$ cat src/rtl/if_prefetch.sv
// Instruction-fetch prefetch buffer: issues word reads to a 1-cycle ROM and
// queues {address, instruction} pairs for the core behind a valid/ready handshake.
module if_prefetch #(
  parameter logic [31:0] RESET_ADDR = 32'h0000_0000,
  parameter int          DEPTH      = 4,
  parameter logic [31:0] NOP_INST   = 32'h0000_0013
) (
  input  logic        clk,
  input  logic        rst,
  input  logic        jump_en_i,
  input  logic [31:0] jump_addr_i,
  output logic        rom_req_o,
  output logic [31:0] rom_addr_o,
  input  logic [31:0] rom_data_i,
  output logic        inst_valid_o,
  input  logic        inst_ready_i,
  output logic [31:0] inst_o,
  output logic [31:0] inst_addr_o
);

  localparam int AW = $clog2(DEPTH);

  logic [31:0] pc_q, pc_d;
  logic [31:0] pc_req_q, pc_req_d;
  logic        inflight_q, inflight_d;
  logic        drop_q, drop_d;
  logic        rst_q;
  logic [AW:0]   count_q, count_d;
  logic [AW-1:0] rd_q, rd_d, wr_q, wr_d;
  logic [63:0]   mem_q [DEPTH];

  logic          issue, push, pop, not_empty;
  logic [AW+1:0] occupancy;

  // Credit counts the outstanding request so a return always has a free slot.
  assign occupancy = {1'b0, count_q} + {{(AW+1){1'b0}}, inflight_q};
  assign issue     = !rst_q && !jump_en_i && (occupancy < (AW+2)'(DEPTH));
  assign not_empty = (count_q != '0);
  assign push      = inflight_q && !drop_q && !jump_en_i;
  assign pop       = not_empty && inst_ready_i && !jump_en_i;

  assign rom_req_o    = issue;
  assign rom_addr_o   = pc_q;
  assign inst_valid_o = not_empty;
  assign inst_o       = not_empty ? mem_q[rd_q][31:0]  : NOP_INST;
  assign inst_addr_o  = not_empty ? mem_q[rd_q][63:32] : 32'h0;

  always_comb begin
    pc_d       = pc_q;
    pc_req_d   = pc_req_q;
    inflight_d = issue;
    drop_d     = 1'b0;
    count_d    = count_q;
    rd_d       = rd_q;
    wr_d       = wr_q;
    if (jump_en_i) begin
      pc_d    = jump_addr_i & ~32'h3;
      drop_d  = inflight_q;
      count_d = '0;
      rd_d    = '0;
      wr_d    = '0;
    end else begin
      if (issue) begin
        pc_d     = pc_q + 32'd4;
        pc_req_d = pc_q;
      end
      if (push) wr_d = wr_q + 1'b1;
      if (pop)  rd_d = rd_q + 1'b1;
      case ({push, pop})
        2'b10:   count_d = count_q + 1'b1;
        2'b01:   count_d = count_q - 1'b1;
        default: count_d = count_q;
      endcase
    end
  end

  // NOTE: sequential state uses non-blocking assignments so every register
  // samples the pre-edge values computed above, independent of statement order.
  always_ff @(posedge clk) begin
    if (rst) begin
      pc_q       <= RESET_ADDR;
      pc_req_q   <= 32'h0;
      inflight_q <= 1'b0;
      drop_q     <= 1'b0;
      rst_q      <= 1'b1;
      count_q    <= '0;
      rd_q       <= '0;
      wr_q       <= '0;
    end else begin
      pc_q       <= pc_d;
      pc_req_q   <= pc_req_d;
      inflight_q <= inflight_d;
      drop_q     <= drop_d;
      rst_q      <= 1'b0;
      count_q    <= count_d;
      rd_q       <= rd_d;
      wr_q       <= wr_d;
    end
  end

  // NOTE: the storage array is deliberately not reset; count_q gates every read,
  // so stale contents are never visible and the array maps to plain flops/RAM.
  always_ff @(posedge clk) begin
    if (push) mem_q[wr_q] <= {pc_req_q, rom_data_i};
  end

endmodule

$ cat config.mk
export PLATFORM = sky130hd
export DESIGN_NAME = if_prefetch
export DESIGN_NICKNAME = d
export VERILOG_FILES = /design/src/rtl/if_prefetch.sv
export SDC_FILE = /design/constraint.sdc
export NUM_CORES = 1
export LEC_CHECK = 0
export ABC_CLOCK_PERIOD_IN_PS = 3750
export CAP_MARGIN = 5
export CELL_PAD_IN_SITES_DETAIL_PLACEMENT = 1
export CELL_PAD_IN_SITES_GLOBAL_PLACEMENT = 2
export CORE_MARGIN = 2
export CORE_UTILIZATION = 36
export DETAILED_ROUTE_END_ITERATION = 16
export MAX_ROUTING_LAYER = met4
export PLACE_DENSITY = 0.83
export SKIP_CTS_REPAIR_TIMING = 1
export SLEW_MARGIN = 20
export SYNTH_ARGS = -nofsm -noshare
export SYNTH_HDL_FRONTEND = slang
export SYNTH_SLANG_ARGS = --single-unit
$ cat constraint.sdc
create_clock -name clk -period 3.75 [get_ports clk]
set_input_delay 1.125 -clock clk [delete_from_list [all_inputs] [get_ports clk]]
set_output_delay 1.125 -clock clk [all_outputs]
set_load 0.05 [all_outputs]
==> impl_metrics.yaml <==
run_status:
  outcome: "complete, no violations"
yosys:
  ys_seq_elements: 320
  yosysMostFrequentCell: "edfxtp_1"
  yosysWarnings: 0
  syn_avg_cell_area_um2: 15.25
  synth_area_leaders: "edfxtp_1, dfxtp_1, mux4_2, and2_1, nand2_1"
  synth_edf_count: 248
  synthArstFlopShare_pct: 0
  yosysSeqAreaShare_pct: 69.07
  synth_top_area_share_pct: 57.87
  ys_types: 53
  netlist_instances: 844
  synth_flop_cell: "edfxtp_1"
  yosysTopAreaCell: "edfxtp_1"
  synth_area_um2: 12870
  netlist_top_cells_count: "edfxtp_1, nand2_1, dfxtp_1"
worst_setup_path:
  reg2reg_setup_slack_ns: 1.10
  cp-start-kind: "input port"
  critPathKind: "input port to primary output"
  rr_startpoint: "count_q[0]"
  critPathCaptureType: "primary output"
  r2r_cells: 10
  reg2reg_to: "count_q[2]"
  cp.arrival_ns: 2.35
  critical_path_peak_fanout: 11
  critical_path_required_ns: 2.62
floorplanning:
  core-area_um2: 35400
  rows: 69
  initial_core_util_pct: 36.36
  io_pins: 166
  die-area_um2: 37270
  fp.dieH_um: 193.1
  die_w_um: 193.1
power:
  seqPwrFrac_pct: 51.4
  combPwrFrac_pct: 5.5
  leakage_nw: 5.360
  p_int_mw: 5.961
  peakVddDrop_mv: 0.2861
  powerDensity_nw_per_um2: 474.5
  power.share.clock_pct: 43.1
  switching_power_mw: 1.667
  switching_share_pct: 21.86
worst_hold_path:
  min_path_type: "flop to flop"
  min_path_cells: 2
  min-delay-start: "inflight_q"
  hold_end: "drop_q"
sta:
  hold_violations: 0
  relSlewSlack_pct: 35.29
  min_period_ns: 3.478
  clock.fmax_mhz: 287.5
  fin_crit_sh_pct: 92.75
  finalWorstSetupSlack_ns: 0.2718
  finalSetupViolations: 0
  hold-worst-slack_ns: 0.4792
  tightest_slew_ns: 0.9707
  drv_slew: 0
  rsz0062_at_grt: "false"
  clock-skew-final_ns: 0.01448
detailed_routing:
  vias: 7723
  ant_nets: 0
  via_per_inst: 5.149
  drtIter0Drc: 450
  first_pass_iters: 5
  wl_per_cell_um: 20.49
  route.detailed.drc: 0
  wirelength_mm: 30.73
placed_design:
  dp_hpwl_mm: 20.17
  dp_cells: 1437
  place.gp.congestion: 0.7964
  place_ws_ns: 0.2807
  port-buffer-count: 159
layout:
  fin_cells: 1500
  syn_to_final_growth_pct: 24.94
  diodes: 0
  drive_above_1_share_pct: 21.27
  layout.nets: 1088
  utilization_pct: 45.42
clock_tree:
  cts_buffers: 35
  cts_buffer_depth: 3
  cts_tree: "yes"
  path_clk_slew_ns: 0.06
  clock_latency_ns: 0.50
  clock-sinks: 320
  cts_max_level: 2
  cts_root_buffer: "clkbuf_16"
global_routing:
  grt.total_usage_pct: 17.31
  overflow: 0
  grt_pass1_wl_mm: 47.86
  antenna_found_initial: 0
  grt_max_degree: 46
  grt_pass1_vias: 8206
flow_run:
  max_cap_viol_count: 0
[layout by cell type (no fill, tap or decap), drive strengths merged, types with 6 or more instances in the layout]
cell type	instances
edfxtp	248
clkdlybuf4s50	94
buf	90
nand2	83
dfxtp	72
and2	63
mux4	62
clkbuf	42
a21oi	40
nor2	32
inv	23
nand3	13
nor3	13
and3	12
clkinv	12
or3	11
nand4	11
a311oi	10
a211oi	9
xnor2	9
nor4	8
o21ai	7
or4	7
or2	6
and4	6
ha	6
[flip-flops by register name (all words and copies together) (netlist names), named ones only]
name and count:
mem_q 248, rd_q 2, inflight_q 1, rom_addr_o 30, count_q 3, rst_q 1
wr_q 2, pc_req_q 30, drop_q 1
[power groups by stage]
stage          logic [mW]  clock network (mW)  registers (mW)
4_1_cts             0.426                3.37            3.92
3_3_place_gp        0.417                   0            3.99
5_1_grt             0.452                3.52            3.92
6_report            0.421                3.29            3.92
3_5_place_dp        0.423                   0            3.99
2_1_floorplan       0.160                   0            4.04
[worst max-delay path, cell delays in order]
cell             delay (ns)
clkdlybuf4s50_1        0.46
inv_1                  0.32
nand2_1                0.13
inv_1                  0.17
buf_12                 0.16
[routing by layer]
metal	routed length [um]	global-route usage, %
met1	14100	23.42
met2	14560	27.61
met3	1651	3.005
met4	419	3.642
met5	0	-
[worst max-delay path by stage]
stage | from | endpoint | slack (ns) | cells past startpoint
2_1_floorplan | jump_en_i | rom_req_o | 0.36 | 5
3_3_place_gp | jump_en_i | count_q[2] | 0.27 | 9
3_5_place_dp | jump_en_i | rom_req_o | 0.28 | 5
4_1_cts | count_q[0] | inst_addr_o[2] | -0.001 | 5
5_1_grt | jump_en_i | rom_req_o | 0.18 | 5
6_report | jump_en_i | rom_req_o | 0.27 | 5
[through the flow]
step                      setup TNS [ns]  cell area [um^2]  power, mW
after floorplan                        0             12880      4.204
after global placement                 0             14970      4.405
after detailed placement               0             14970      4.416
after CTS                      -0.001062             16070      7.717
after global routing                   0             16080      7.895
final                                  0             16080      7.628
[area by class of cell]
type / instances / area [um^2]
flip-flops and latches: 320 / 8896
repair buffers: 184 / 1714
clock inverters: 21 / 202.7
inverters: 19 / 71.32
fillers: 3559 / 19320
multi-input cells: 453 / 3715
clock buffers: 42 / 902.1
well taps: 461 / 576.8
[cells by family (layout without fill, tap and decap cells)]
| kind of cell | count (synthesis) | count (layout) | share of synthesized area [%] |
|---|---|---|---|
| flops | 320 | 320 | 69.07 |
| simple gates | 274 | 274 | 11.24 |
| compound gates | 93 | 93 | 4.842 |
| buf+inv | 74 | 266 | 2.343 |
| mux | 62 | 62 | 10.85 |
| xor+xnor | 13 | 13 | 0.8848 |
| fa+ha+maj | 7 | 7 | 0.7389 |
| other cells | 1 | 4 | 0.02914 |
Power figures use the tool's default switching activity.
